File: config.mk
export PLATFORM = sky130hd
export DESIGN_NAME = cardinal_nic
export DESIGN_NICKNAME = d
export VERILOG_FILES = /design/src/rtl/cardinal_nic.sv
export SDC_FILE = /design/constraint.sdc
export NUM_CORES = 1
export LEC_CHECK = 0
export ABC_CLOCK_PERIOD_IN_PS = 3130
export BUFFER_PORTS_ARGS = -buffer_cell sky130_fd_sc_hd__buf_2
export CORE_ASPECT_RATIO = 0.9
export CORE_MARGIN = 8
export CORE_UTILIZATION = 23
export CTS_CLUSTER_SIZE = 28
export DETAILED_ROUTE_END_ITERATION = 12
export GPL_ROUTABILITY_DRIVEN = 0
export HOLD_SLACK_MARGIN = 0.1
export PLACE_DENSITY = 0.57
export SYNTH_ARGS = -nofsm -noshare
export SYNTH_HDL_FRONTEND = slang
export SYNTH_SLANG_ARGS = --single-unit
File: constraint.sdc
create_clock -name clk -period 3.13 [get_ports clk]
set_clock_uncertainty 0.1 [all_clocks]
set_input_delay 0.313 -clock clk [delete_from_list [all_inputs] [get_ports clk]]
set_output_delay 0.313 -clock clk [all_outputs]
set_load 0.02 [all_outputs]
File: src/rtl/cardinal_nic.sv
// Network interface between a processor register port and a router channel.
// One-entry input and output buffers, each with a full flag; output injection is gated by VC polarity.
module cardinal_nic #(
   parameter int DATA_WIDTH = 64
) (
   input  logic                  clk,
   input  logic                  reset,
   input  logic [0:1]            addr,
   input  logic [0:DATA_WIDTH-1] d_in,
   output logic [0:DATA_WIDTH-1] d_out,
   input  logic                  nicEn,
   input  logic                  nicWrEn,
   input  logic                  net_si,
   output logic                  net_ri,
   input  logic [0:DATA_WIDTH-1] net_di,
   output logic                  net_so,
   input  logic                  net_ro,
   output logic [0:DATA_WIDTH-1] net_do,
   input  logic                  net_polarity
);

   logic [0:DATA_WIDTH-1] r_in_buf;
   logic [0:DATA_WIDTH-1] r_out_buf;
   logic                  r_in_full;
   logic                  r_out_full;

   logic                  w_rd;
   logic                  w_wr;
   logic                  w_in_accept;
   logic                  w_in_drain;
   logic                  w_out_load;
   logic                  w_send;
   logic [0:DATA_WIDTH-1] w_in_stat;
   logic [0:DATA_WIDTH-1] w_out_stat;

   assign w_rd        = nicEn & ~nicWrEn;
   assign w_wr        = nicEn & nicWrEn;
   assign w_in_accept = net_si & ~r_in_full;
   assign w_in_drain  = w_rd & (addr == 2'b00) & r_in_full;
   assign w_out_load  = w_wr & (addr == 2'b10) & ~r_out_full;
   // Bit 0 of the held packet carries its virtual channel.
   assign w_send      = r_out_full & net_ro & (r_out_buf[0] == net_polarity);

   assign net_ri = ~r_in_full;
   assign net_so = w_send;
   assign net_do = r_out_buf;

   // Status registers carry their flag in the LSB (bit DATA_WIDTH-1).
   always_comb begin
      w_in_stat                 = '0;
      w_out_stat                = '0;
      w_in_stat[DATA_WIDTH-1]   = r_in_full;
      w_out_stat[DATA_WIDTH-1]  = r_out_full;
   end

   always_comb begin
      d_out = '0;
      if (w_rd) begin
         case (addr)
            2'b00:   d_out = r_in_buf;
            2'b01:   d_out = w_in_stat;
            2'b10:   d_out = r_out_buf;
            default: d_out = w_out_stat;
         endcase
      end
   end

   // Accept and drain are mutually exclusive: accept needs an empty buffer, drain a full one.
   always_ff @(posedge clk or negedge reset) begin
      if (!reset) begin
         r_in_buf  <= '0;
         r_in_full <= 1'b0;
      end else if (w_in_accept) begin
         r_in_buf  <= net_di;
         r_in_full <= 1'b1;
      end else if (w_in_drain) begin
         r_in_full <= 1'b0;
      end
   end

   // A write while full is dropped even in the send cycle, since load requires out_full=0.
   always_ff @(posedge clk or negedge reset) begin
      if (!reset) begin
         r_out_buf  <= '0;
         r_out_full <= 1'b0;
      end else if (w_out_load) begin
         r_out_buf  <= d_in;
         r_out_full <= 1'b1;
      end else if (w_send) begin
         r_out_full <= 1'b0;
      end
   end

endmodule

==> flow_summary.toml, run 1 <==
[status]
status = "finished, final reports clean"

[clock_network]
cts_resized = 0
cts_num_sinks = 130
clockBufferDepth = 2
cts_made_buffers = 17
htreeDepth = 4
ctsRootBufferMaster = "clkbuf_16"
clock_latency_ns = 0.41
clkTransAtPathRegs_ns = 0.06
cts_tree = "done"

[timing]
grt_setup_unrepaired = "no"
max_freq_mhz = 479
hold_viol_final = 0
setup_viol = 0
min_period_ns = 2.09
finalSetupTns_ns = 0
relSlewSlack = 0.522
period_share = 0.666
tightestPinTransition_ns = 0.717
drv_slew = 0

[routing]
drt_wl_total_um = 18300
avgViaCountPerCell = 4.30
drt_pre_antenna_iters = 5
ant_nets = 0
wl_per_cell_um = 17.1
drt_first_iter_violations = 134
drcViolationCount = 0
vias = 4616

[worst_setup_path]
crit_type = "register to output pin"
setup.worst_path.end_class = "output pin"
crit_arrival_ns = 1.67
critical_path_peak_fanout = 3
start_kind = "register"
cp.required_ns = 2.72

[layout]
nets = 894
seqCellArea_um2 = 3250
drive_above_1_share = 0.505
multi_input_area_um2 = 2130
utilization = 0.386
final.fill_count = 2232
area_growth_pct = 64.2

[synth]
synth_top_cell_by_area = "dfrtp_1"
synth_seq_area_share = 0.589
synth_top_area_share = 0.589
synth_fp_nets = 499
synth.distinct_cells = 17
synth_warnings = 0
synthTopCellsByArea = "dfrtp_1, mux2_2, a22o_1"
syn_area_um2 = 5520
yosys_register_bits = 130
syn_avg_cell_area_um2 = 15.3
syn-instance-count = 362

[floorplanning]
fp.dieH_um = 163
coreArea_um2 = 23500
rows = 53
io_pins = 267
dieWidth_um = 179
start_util = 0.235
dieArea_um2 = 29200

[placement]
dpl.hpwl_um = 12200
numPortBuffers = 266

[flow_run]
maxCapViolCount = 0

[global_routing]
grt.overflow.total = 0
grt_antenna_before_repair = 1
gr-usage-all-layers = 0.124
grt_max_degree = 74
grt_pass1_wl_um = 28200
grt_pass1_vias = 5169

[power_and_ir_drop]
p_leak_nw = 4.34
vdd_drop_max_mv = 0.447
cellPowerDensity_nw_per_um2 = 836

[hold_path]
min_path_type = "input pin to register"
[logic make-up (layout without fill, tap and decap cells)]
| family | after synthesis | after routing | synth area share |
|---|---|---|---|
| other | 0 | 2 | 0 |
| XOR/XNOR | 1 | 1 | 0.00159 |
| multiplexers | 129 | 129 | 0.265 |
| buffers and inverters | 28 | 436 | 0.0310 |
| flip-flops | 130 | 130 | 0.589 |
| AO/OA/AOI/OAI | 65 | 65 | 0.103 |
| AND/OR/NAND/NOR | 9 | 9 | 0.0106 |
[metrics by stage]
step                      hold slack [ns]  cells  setup WS [ns]  instance area [um^2]  total power [mW]
after floorplan                   -0.0826    362           1.42                  5520              4.57
after global placement              0.302    911           1.06                  7190              5.51
after detailed placement            0.280    911           1.08                  7190              5.56
after CTS                           0.111   1072           1.02                  9060              7.69
after global routing                0.142   1073          0.986                  9060              8.05
final                               0.139   1074           1.04                  9070              7.58
[worst max-delay path: stages, from the launching register on]
cell     delay (ns)
dfrtp_1        0.48
mux4_2         0.47
nor2b_1        0.14
buf_2          0.17
[power by group]
part	switching (mW)	internal (mW)	leakage, nW	total (mW)
Combinational	1.30	1.22	2.53	2.53
Sequential	0.586	2.53	1.55	3.11
Clock	0.793	1.15	0.269	1.94
[final cells by class]
type / count / share of cell area
sequential: 130 / 0.359
clock buffer: 19 / 0.0500
multi-input combinational: 204 / 0.234
clock inverter: 13 / 0.0138
tap: 302 / 0.0417
antenna: 2 / 0.000552
inverter: 2 / 0.000828
timing repair buffer: 402 / 0.300
[layer usage]
metal / vias to the layer above / wire length (um) / GRT usage
li1: 2152 / - / -
met1: 2242 / 7610 / 0.142
met5: - / 0 / 0
met2: 206 / 8780 / 0.209
met3: 16 / 1700 / 0.0471
met4: 0 / 248 / 0.0405
[synthesized netlist by cell type]
cell,n
nor2_1,1
and3_1,1
buf_2,20
dfrtp_1,130
mux4_2,1
mux2_2,79
buf_6,5
nor2b_1,2
o21bai_1,2
inv_1,2
a22o_1,63
nand2_1,1
nor3_2,2
nand2b_1,2
buf_4,1
mux2_1,49
xnor2_1,1
[registers in the layout, indices dropped and copies added (netlist names)]
signal	flops
net_do	64
r_in_buf	64
r_in_full	1
r_out_full	1
[placed cells by master, fill, tap and decap left out, types with 2 or more instances in the layout]
cell type / n
inv_1: 2
clkinvlp_4: 5
a22o_1: 63
o21bai_1: 2
buf_4: 4
mux2_2: 79
dlygate4sd3_1: 129
diode_2: 2
nand2b_1: 2
mux2_1: 49
buf_12: 3
nor3_4: 2
clkbuf_16: 17
inv_6: 4
buf_2: 265
dfrtp_1: 130
clkinv_4: 2
clkbuf_8: 2
[path summary, 6_finish.rpt]
path / from / end / slack (ns) / depth (start not counted)
worst max-delay path: r_in_full / d_out[63] / 1.04 / 3
worst min-delay path: net_ro / r_out_full / 0.14 / 3
worst max register to register: r_out_full / net_do[63] / 1.32 / 3
worst min register to register: net_do[40] / net_do[40] / 0.40 / 1
max in group asynchronous: reset / r_in_buf[57] / 1.75 / 3
min in group asynchronous: reset / net_do[25] / 0.39 / 2
[what timing repair did]
item,4_1_cts,5_1_grt
hold buffers,129,0
setup buffers,0,0
endpoints found under the setup margin,0,0
endpoints found under the hold margin,200,0
Power figures use the tool's default switching activity.
==> run 2, diff against run 1 <==
--- a/config.mk
+++ b/config.mk
@@ -5,7 +5,7 @@
 export SDC_FILE = /design/constraint.sdc
 export NUM_CORES = 1
 export LEC_CHECK = 0
-export ABC_CLOCK_PERIOD_IN_PS = 3130
+export ABC_CLOCK_PERIOD_IN_PS = 2100
 export BUFFER_PORTS_ARGS = -buffer_cell sky130_fd_sc_hd__buf_2
 export CORE_ASPECT_RATIO = 0.9
 export CORE_MARGIN = 8
==> constraint.sdc (replaced) <==
create_clock -name clk -period 2.1 [get_ports clk]
set_clock_uncertainty 0.1 [all_clocks]
set_input_delay 0.21 -clock clk [delete_from_list [all_inputs] [get_ports clk]]
set_output_delay 0.21 -clock clk [all_outputs]
set_load 0.02 [all_outputs]
==> run 2 against run 1 <==
- total power rose by 53%
- global-route usage rose by 0.45 points
- first-iteration DRC count rose by 10%
- non-clock buffer count rose by 4
- clock power rose by 62%
- hold slack improved by 0.027 ns
- critical endpoint unchanged
- largest cell class unchanged
==> flow_summary.toml, run 2 (same netlist as run 1, synthesis figures left out) <==
[layout]
final_common_cell = "buf_2"
final.fill_count = 2205
drive_above_1_share = 0.506
area_growth_pct = 66.4
seqCellArea_um2 = 3250
nets = 898
final_cell_mix = "buf_2, dlygate4sd3_1, dfrtp_1, mux2_2, a22o_1"
n_antenna_cell = 0
multi_input_area_um2 = 2130

[worst_setup_path]
r2r-start = "r_out_full"
path_buf_inv = 1
start_kind = "register"
critical_path_peak_fanout = 3
cp.required_ns = 1.79
slowest_delay_ns = 0.46
crit_chain = "mux4_2 -> nor2b_1 -> buf_2"
cp_top_family = "multiplexers"
setup.worst_path.end_class = "output pin"
cpMaxStageDelayCell = "mux4_2"
crit_arrival_ns = 1.64
crit_type = "register to output pin"
cp-startpoint = "r_in_full"

[floorplanning]
dieArea_um2 = 29200
fp.dieH_um = 163
io_pins = 267
rows = 53
start_util = 0.235
coreArea_um2 = 23500
dieWidth_um = 179

[power_and_ir_drop]
cellPowerDensity_nw_per_um2 = 1260
p_leak_nw = 4.40
vdd_drop_max_mv = 0.579

[timing]
hold_viol_final = 0
setup_viol = 0
max_freq_mhz = 514
relSlewSlack = 0.714
whs_ns = 0.166
finalSetupTns_ns = 0
min_period_ns = 1.95
tightestPinTransition_ns = 0.428
period_share = 0.927
drv_slew = 0
grt_setup_unrepaired = "no"

[routing]
vias = 4641
drt_pre_antenna_iters = 4
drcViolationCount = 0
ant_nets = 0
drt_first_iter_violations = 148
wl_per_cell_um = 17.3
avgViaCountPerCell = 4.31
drt_wl_total_um = 18700

[clock_network]
clockBufferDepth = 2
ctsRootBufferMaster = "clkbuf_16"
clock_latency_ns = 0.41
cts_num_sinks = 130
cts_tree = "done"
clkTransAtPathRegs_ns = 0.07
cts_made_buffers = 17
htreeDepth = 4
cts_resized = 0
post-cts-setup-buffers = 0

[status]
status = "finished, final reports clean"

[global_routing]
grt_pass1_wl_um = 29300
gr-usage-all-layers = 0.128
grt_max_degree = 70
grt.overflow.total = 0
grt_antenna_before_repair = 1
grt_pass1_vias = 5360

[hold_path]
min_path_type = "input pin to async pin"

[placement]
numPortBuffers = 266
dpl.hpwl_um = 12600

[flow_run]
maxCapViolCount = 0
==> run 2: cell count changes in the layout (fill, tap and decap cells not counted) <==
cell           change
bufinv_16          +2
diode_2            -2
buf_12             +4
dlygate4sd3_1      +1
clkinv_4           +1
clkinvlp_4         -2
clkinv_2           -1
buf_4              -1
==> run 2: metal layers <==
layer / vias up / track usage / part of all wire
li1: 2158 / - / -
met1: 2265 / 0.146 / 0.41
met2: 199 / 0.221 / 0.49
met3: 17 / 0.0482 / 0.085
met4: 2 / 0.0382 / 0.014
met5: - / 0 / 0.00043
==> run 2: final cells by class <==
class,instances,share of cell area
multi-input cells,204,0.231
clock inverters,13,0.0189
repair buffers,406,0.305
flip-flops and latches,130,0.354
well taps,302,0.0411
clock buffers,19,0.0493
inverters,2,0.000817
==> run 2: worst register-to-register path, delay by kind of cell (launching register included) <==
| kind | cells | cell delay, ns |
|---|---|---|
| multiplexers | 1 | 0.40 |
| flip-flops | 1 | 0.43 |
| buffers and inverters | 1 | 0.28 |
| AND/OR/NAND/NOR | 1 | 0.30 |
==> run 2: path summary, 6_finish.rpt <==
check | endpoint | slack (ns) | depth (start not counted)
min in group clk | r_out_full | 0.27 | 4
max reg2reg | net_do[17] | 0.46 | 3
min | net_do[23] | 0.17 | 2
max | d_out[63] | 0.15 | 3
min reg2reg | net_do[28] | 0.41 | 1
max in group asynchronous | r_in_buf[55] | 1.04 | 3
==> run 2: report_power, final <==
group / switching (mW) / internal, mW
Sequential: 0.902 / 3.77
Combinational: 1.95 / 1.83
Clock: 1.19 / 1.95
Total: 4.04 / 7.56
==> run 2: what timing repair did <==
action | 4_1_cts | 5_1_grt
setup endpoints to repair | 0 | 0
hold buffers | 130 | 0
hold endpoints to repair | 259 | 0
==> run 2: stage by stage <==
stage	util	total power, mW	cells	instance area, um^2	setup slack [ns]
floorplan	-	6.81	362	5520	0.594
global placement	0.309	8.26	914	7260	0.349
detailed placement	0.309	8.33	914	7260	0.326
CTS	0.392	11.7	1076	9190	0.0999
global route	0.392	12.3	1076	9190	0.0698
finish	0.392	11.6	1076	9190	0.154
